File: src/rtl/capture_uart_dump_if.sv
`default_nettype none
// ============================================================================
// Module      : capture_uart_dump_if
// Description : Handshake bundle between the capture RAM read port, the
//               dump requester and the UART readout stage.
// Revision    : 1.0 - initial release
// ============================================================================
interface capture_uart_dump_if #(
  parameter int ADDR_W = 10,
  parameter int DATA_W = 8
);
  logic              start;
  logic [ADDR_W-1:0] rd_addr;
  logic [DATA_W-1:0] rd_data;
  logic              tx;
  logic              busy;
  logic              done;

  // Requester / RAM side
  modport master (
    output start,
    output rd_data,
    input  rd_addr,
    input  tx,
    input  busy,
    input  done
  );

  // Readout stage side
  modport slave (
    input  start,
    input  rd_data,
    output rd_addr,
    output tx,
    output busy,
    output done
  );
endinterface
`default_nettype wire

File: src/rtl/capture_uart_dump.sv
`default_nettype none
// ============================================================================
// Module      : capture_uart_dump
// Description : Walks the capture RAM from address 0 to DEPTH-1 and sends
//               HEADER, every sample byte and an 8-bit additive checksum
//               over a UART 8N1 line.
// Revision    : 1.0 - initial release
// ============================================================================
module capture_uart_dump #(
  parameter int         ADDR_W   = 10,
  parameter int         DATA_W   = 8,          // must stay 8
  parameter int         CLK_FREQ = 50_000_000,
  parameter int         BAUD     = 115200,
  parameter logic [7:0] HEADER   = 8'hA5
) (
  input  logic               clk,
  input  logic               rst,              // asynchronous, active low
  capture_uart_dump_if.slave bus
);

  localparam int                BIT_CYC   = CLK_FREQ / BAUD;
  localparam int                CNT_W     = (BIT_CYC > 1) ? $clog2(BIT_CYC) : 1;
  localparam logic [CNT_W-1:0]  BIT_LAST  = CNT_W'(BIT_CYC - 1);
  localparam logic [ADDR_W-1:0] ADDR_LAST = '1;
  localparam logic [3:0]        STOP_IDX  = 4'd9;

  typedef enum logic [2:0] {
    S_IDLE  = 3'd0,
    S_HDR   = 3'd1,
    S_FETCH = 3'd2,
    S_LOAD  = 3'd3,
    S_SEND  = 3'd4,
    S_CKSUM = 3'd5,
    S_DONE  = 3'd6
  } state_t;

  state_t            state_q;
  logic [CNT_W-1:0]  baud_q;
  logic [3:0]        bit_idx_q;   // 0 start, 1..8 data, 9 stop
  logic [DATA_W-1:0] shift_q;
  logic [DATA_W-1:0] cksum_q;
  logic [ADDR_W-1:0] rd_addr_q;
  logic              tx_q;
  logic              busy_q;
  logic              done_q;
  logic              armed_q;     // blocks a start seen on the reset-release edge
  logic              tx_bit_d;

  // Line level for the bit that follows the current one (data bit or stop bit)
  always_comb begin
    tx_bit_d = 1'b1;
    if (bit_idx_q < 4'd8) begin
      tx_bit_d = shift_q[bit_idx_q[2:0]];
    end
  end

  // Dump sequencer: header, FETCH/LOAD/SEND per sample, checksum, done pulse
  always_ff @(posedge clk or negedge rst) begin
    if (!rst) begin
      state_q   <= S_IDLE;
      baud_q    <= '0;
      bit_idx_q <= '0;
      shift_q   <= '0;
      cksum_q   <= '0;
      rd_addr_q <= '0;
      tx_q      <= 1'b1;
      busy_q    <= 1'b0;
      done_q    <= 1'b0;
      armed_q   <= 1'b0;
    end else begin
      armed_q <= 1'b1;
      done_q  <= 1'b0;
      case (state_q)
        S_IDLE: begin
          if (bus.start && armed_q) begin
            state_q   <= S_HDR;
            busy_q    <= 1'b1;
            cksum_q   <= '0;
            rd_addr_q <= '0;
            shift_q   <= HEADER;
            tx_q      <= 1'b0;
            bit_idx_q <= '0;
            baud_q    <= '0;
          end
        end
        // rd_addr was presented on entry; the RAM needs this cycle
        S_FETCH: begin
          state_q <= S_LOAD;
        end
        S_LOAD: begin
          shift_q   <= bus.rd_data;
          cksum_q   <= cksum_q + bus.rd_data;
          tx_q      <= 1'b0;
          bit_idx_q <= '0;
          baud_q    <= '0;
          state_q   <= S_SEND;
        end
        S_HDR, S_SEND, S_CKSUM: begin
          if (baud_q != BIT_LAST) begin
            baud_q <= baud_q + 1'b1;
          end else begin
            baud_q <= '0;
            if (bit_idx_q != STOP_IDX) begin
              bit_idx_q <= bit_idx_q + 1'b1;
              tx_q      <= tx_bit_d;
            end else begin
              bit_idx_q <= '0;
              case (state_q)
                S_HDR: begin
                  state_q <= S_FETCH;
                end
                S_SEND: begin
                  if (rd_addr_q == ADDR_LAST) begin
                    // Checksum follows immediately, no fetch gap
                    state_q <= S_CKSUM;
                    shift_q <= cksum_q;
                    tx_q    <= 1'b0;
                  end else begin
                    rd_addr_q <= rd_addr_q + 1'b1;
                    state_q   <= S_FETCH;
                  end
                end
                default: begin
                  state_q <= S_DONE;
                  busy_q  <= 1'b0;
                  done_q  <= 1'b1;
                end
              endcase
            end
          end
        end
        S_DONE: begin
          state_q <= S_IDLE;
        end
        default: begin
          state_q <= S_IDLE;
        end
      endcase
    end
  end

  assign bus.rd_addr = rd_addr_q;
  assign bus.tx      = tx_q;
  assign bus.busy    = busy_q;
  assign bus.done    = done_q;

endmodule
`default_nettype wire
File: src/flat_wrapper.sv
// flat-port wrapper written by rule: the top's interface ports become plain ports
module capture_uart_dump_flat 
#(
  parameter int         ADDR_W   = 10,
  parameter int         DATA_W   = 8,                        
  parameter int         CLK_FREQ = 50_000_000,
  parameter int         BAUD     = 115200,
  parameter logic [7:0] HEADER   = 8'hA5
)
  (clk, rst, bus_start, bus_rd_data, bus_rd_addr, bus_tx, bus_busy, bus_done);
  capture_uart_dump_if #(.ADDR_W(ADDR_W), .DATA_W(DATA_W)) bus_i ();
  input  logic clk;
  input  logic rst;
  input wire logic [$bits(bus_i.start)-1:0] bus_start;
  input wire logic [$bits(bus_i.rd_data)-1:0] bus_rd_data;
  output wire logic [$bits(bus_i.rd_addr)-1:0] bus_rd_addr;
  output wire logic [$bits(bus_i.tx)-1:0] bus_tx;
  output wire logic [$bits(bus_i.busy)-1:0] bus_busy;
  output wire logic [$bits(bus_i.done)-1:0] bus_done;
  assign bus_i.start = bus_start;
  assign bus_i.rd_data = bus_rd_data;
  assign bus_rd_addr = bus_i.rd_addr;
  assign bus_tx = bus_i.tx;
  assign bus_busy = bus_i.busy;
  assign bus_done = bus_i.done;
  capture_uart_dump #(.ADDR_W(ADDR_W), .DATA_W(DATA_W), .CLK_FREQ(CLK_FREQ), .BAUD(BAUD), .HEADER(HEADER)) u_core (.clk(clk), .rst(rst), .bus(bus_i));
endmodule
File: config.mk
export PLATFORM = sky130hd
export DESIGN_NAME = capture_uart_dump_flat
export DESIGN_NICKNAME = d
export VERILOG_FILES = /design/src/rtl/capture_uart_dump_if.sv /design/src/rtl/capture_uart_dump.sv /design/src/flat_wrapper.sv
export SDC_FILE = /design/constraint.sdc
export NUM_CORES = 1
export LEC_CHECK = 0
export BUFFER_PORTS_ARGS = -buffer_cell sky130_fd_sc_hd__buf_4
export CAP_MARGIN = 20
export CORE_MARGIN = 2
export CORE_UTILIZATION = 45
export DETAILED_ROUTE_END_ITERATION = 10
export SLEW_MARGIN = 20
export SYNTH_ARGS = -nofsm -noshare
export SYNTH_HDL_FRONTEND = slang
export SYNTH_SLANG_ARGS = --single-unit
File: constraint.sdc
create_clock -name clk -period 2.31 [get_ports clk]
set_input_delay 0.1155 -clock clk [delete_from_list [all_inputs] [get_ports clk]]
set_output_delay 0.1155 -clock clk [all_outputs]
set_load 0.02 [all_outputs]
==> results by group <==
STA
  • Hold Vio Cnt, Final: 0
  • Endpoints failing setup: 0
  • Layout Skew: 7.117 ps
  • Min Tclk post-route: 2073 ps
  • RSZ-0062 raised after global routing: false
  • Slew headroom: 61.64%
  • Crit share post-route: 89.75%
  • Final Max Slew Viols: 0
  • Slew @ Worst Pin: 573.7 ps
  • F_max: 482.3 MHz
  • Sum Neg Setup Slack: 0 ps
  • Final worst slack: 236.7 ps

Power
  • Max VDD drop: 0.3612 mV
  • P per Cell Area: 469.6 nW/um^2
  • Leak: 1.338 nW
  • Total chip power: 1.379 mW

Finish
  • Fin area: 2937 sq um
  • Final Net Count: 315
  • Most frequent cells in the layout: dfrtp_1 (45), nand2_1 (35), buf_4 (29)
  • ANT cells: 0
  • Commonest non-fill, non-tap cell in the layout: dfrtp_1
  • Share of cells above drive strength 1: 16.78%
  • Final core occ: 53.33%
  • Layout area overhead: 14.71%

Floorplan
  • Die ar.: 6308 sq um
  • Die Width: 79.43 um
  • Die height: 79.43 um
  • Core Rows: 27
  • Number of top-level pins: 24
  • Starting density of the core: 46.49%
  • Core ar.: 5507 sq um

Detailed routing
  • Met3 wire length: 113 um
  • Final wirelength: 5263 um
  • DR iter-0 viols: 94
  • Drt pass-1 iters: 4
  • M1 wire length: 2733 um
  • Antenna Nets Post-Route: 0
  • Vias per cell: 5.418
  • Drt wl/cell: 14.46 um
  • Max layer used: met4
  • Vias: 1,972
  • Routed wl met2: 2369 um
  • Drc violations: 0

Yosys
  • Ys Warns: 0
  • Post-synth EDFFs: 0
  • Synth cell types: 50
  • Post-Syn Nets: 288
  • Synth Area in Simple Gates: 19.26%
  • Area fraction in compound gates after synthesis: 17.94%
  • Post-synthesis mux area share: 3.372%
  • Ys flop type: dfrtp_1
  • Syn avg cell area: 9.697 sq um
  • Seq/Total Area, Yosys: 45.01%
  • Post-Synth Adder-Cell Area: 6.647%
  • Largest family of logic cells by synthesized area: simple AND/OR/NAND/NOR gates
  • Synthesis-stage register bit count: 46
  • XOR/XNOR Fraction of Synth Area: 4.790%
  • Synth Instances: 264
  • Asr flop ratio synth: 100.0%
  • Mapped cell area: 2560 sq um

Worst setup path
  • CP most frequent cell: a21oi_1
  • Worst Setup End Kind: flop
  • Worst setup SP type: flop
  • Crit path required time: 2470 ps
  • CP max FO: 3
  • Crit path max-delay cell type: fa_1
  • Delay-heaviest family, CP: compound AO/OA/AOI/OAI gates
  • Critical path's largest stage delay: 430 ps
  • Critical path cell sequence: ha_1, fa_1, a21o_1, a21oi_1, o21bai_1, a21oi_1, xor2_1, o22ai_1
  • CP bufs+invs: 0
  • Worst EP arrival: 2230 ps
  • Crit Path Class: flop to flop

Global routing
  • Initial antenna violation count: 0
  • Largest net degree at the start of global routing: 47
  • GRT Total Usage: 18.39%
  • First-pass GRT wire length: 9183 um
  • Vias in the first global route: 1,915
  • GRT overflow: 0

Clock tree
  • Worst skew pair latency: 290 ps
  • Inserted Clock Buffers: 5
  • CTS tree: yes
  • Postcts setup bufs: 0
  • Clock sink count: 46
  • Clock Tree Buf Depth: 2
  • CTS H-tree depth: 2
  • CTS root buf: clkbuf_8
  • Clock slew at reported path FFs: 80 ps

Placed design
  • Cell Area, Placed: 2818 sq um
  • Setup WS pre-CTS: 168.1 ps
  • PortBufs: 23
  • GPL Wtd Cong: 0.7913
  • DP Wirelength: 3827 um

Run status
  • Status: complete, no violations

Min path
  • Worst min path class: primary input to flop

Flow run
  • Max cap viols: 0
-- tightest hold or removal path, delay by kind of cell --
kind | cells | cell delay (ps)
compound gates | 2 | 190
buf+inv | 1 | 80
-- cell type report --
type,count,area (sq um)
multi-input combinational,202,1353
timing repair buffer,30,227.7
inverter,6,22.52
tap,72,90.09
clock buffer,7,86.33
sequential,46,1152
fill,517,2570
clock inverter,1,5.005
-- through the flow --
stage / hold slack [ps] / std cells
floorplan: -180.1 / 264
global placement: 166.1 / 355
detailed placement: 163.0 / 355
CTS: 128.7 / 364
global route: 151.0 / 364
finish: 135.6 / 364
-- where the power goes --
part	switching (mW)	internal, mW
clock	0.260	0.242
combinational	0.0403	0.0314
sequential	0.000437	0.805
-- registers in the layout, indices dropped and copies added (netlist names) --
signal              cells
u_core.armed_q          1
u_core.cksum_q          8
u_core.bit_idx_q        4
u_core.bus.busy         1
u_core.bus.tx           1
u_core.bus.done         1
u_core.state_q          3
u_core.shift_q          8
u_core.bus.rd_addr     10
u_core.baud_q           9
-- per-layer routing --
layer  vias to the layer above  global-route usage [%]
met1                       946                   27.49
li1                       1002                       -
met4                         0                   4.655
met2                        20                   27.56
met5                         -                       0
met3                         4                   3.281
-- timing repair --
action	4_1_cts	5_1_grt
gates resized for setup	0	2
endpoints found under the hold margin	45	0
endpoints found under the setup margin	0	3
hold buffers	1	0
-- Yosys cell counts (all sizes together) (5+ instances only) --
library cell / number / area (sq um)
o22ai: 11 / 68.82
ha: 12 / 150.1
o21ai: 28 / 140.1
xnor2: 7 / 61.31
xor2: 7 / 61.31
nor2: 20 / 75.07
inv: 6 / 22.52
buf: 6 / 35.03
or3: 5 / 31.28
nand3: 9 / 45.04
dfrtp: 45 / 1126
a21oi: 14 / 70.07
nand2: 35 / 131.4
-- kinds of logic (layout without fill, tap and decap cells) --
group,after synthesis,count (layout)
mux,6,6
buf+inv,16,44
compound gates,72,72
xor+xnor,14,14
flops,46,46
simple gates,96,96
fa+ha+maj,13,13
other cells,1,1
-- final timing paths --
kind | slack [ps] | cells past startpoint | endpoint | from
worst min-delay path | 140 | 3 | u_core.shift_q[2]$_DFFE_PN0P_ | bus_rd_data[2]
worst max register to register | 240 | 8 | u_core.cksum_q[6]$_DFFE_PN0P_ | u_core.cksum_q[0]$_DFFE_PN0P_
worst max-delay path | 240 | 8 | u_core.cksum_q[6]$_DFFE_PN0P_ | u_core.cksum_q[0]$_DFFE_PN0P_
max in group asynchronous | 1550 | 2 | u_core.bus.rd_addr[7]$_DFFE_PN0P_ | rst
min in group asynchronous | 370 | 2 | u_core.baud_q[7]$_DFFE_PN0P_ | rst
worst min register to register | 470 | 2 | u_core.bus.tx$_DFFE_PN1P_ | u_core.bus.tx$_DFFE_PN1P_
No activity file was read; power rests on OpenSTA's default activity.
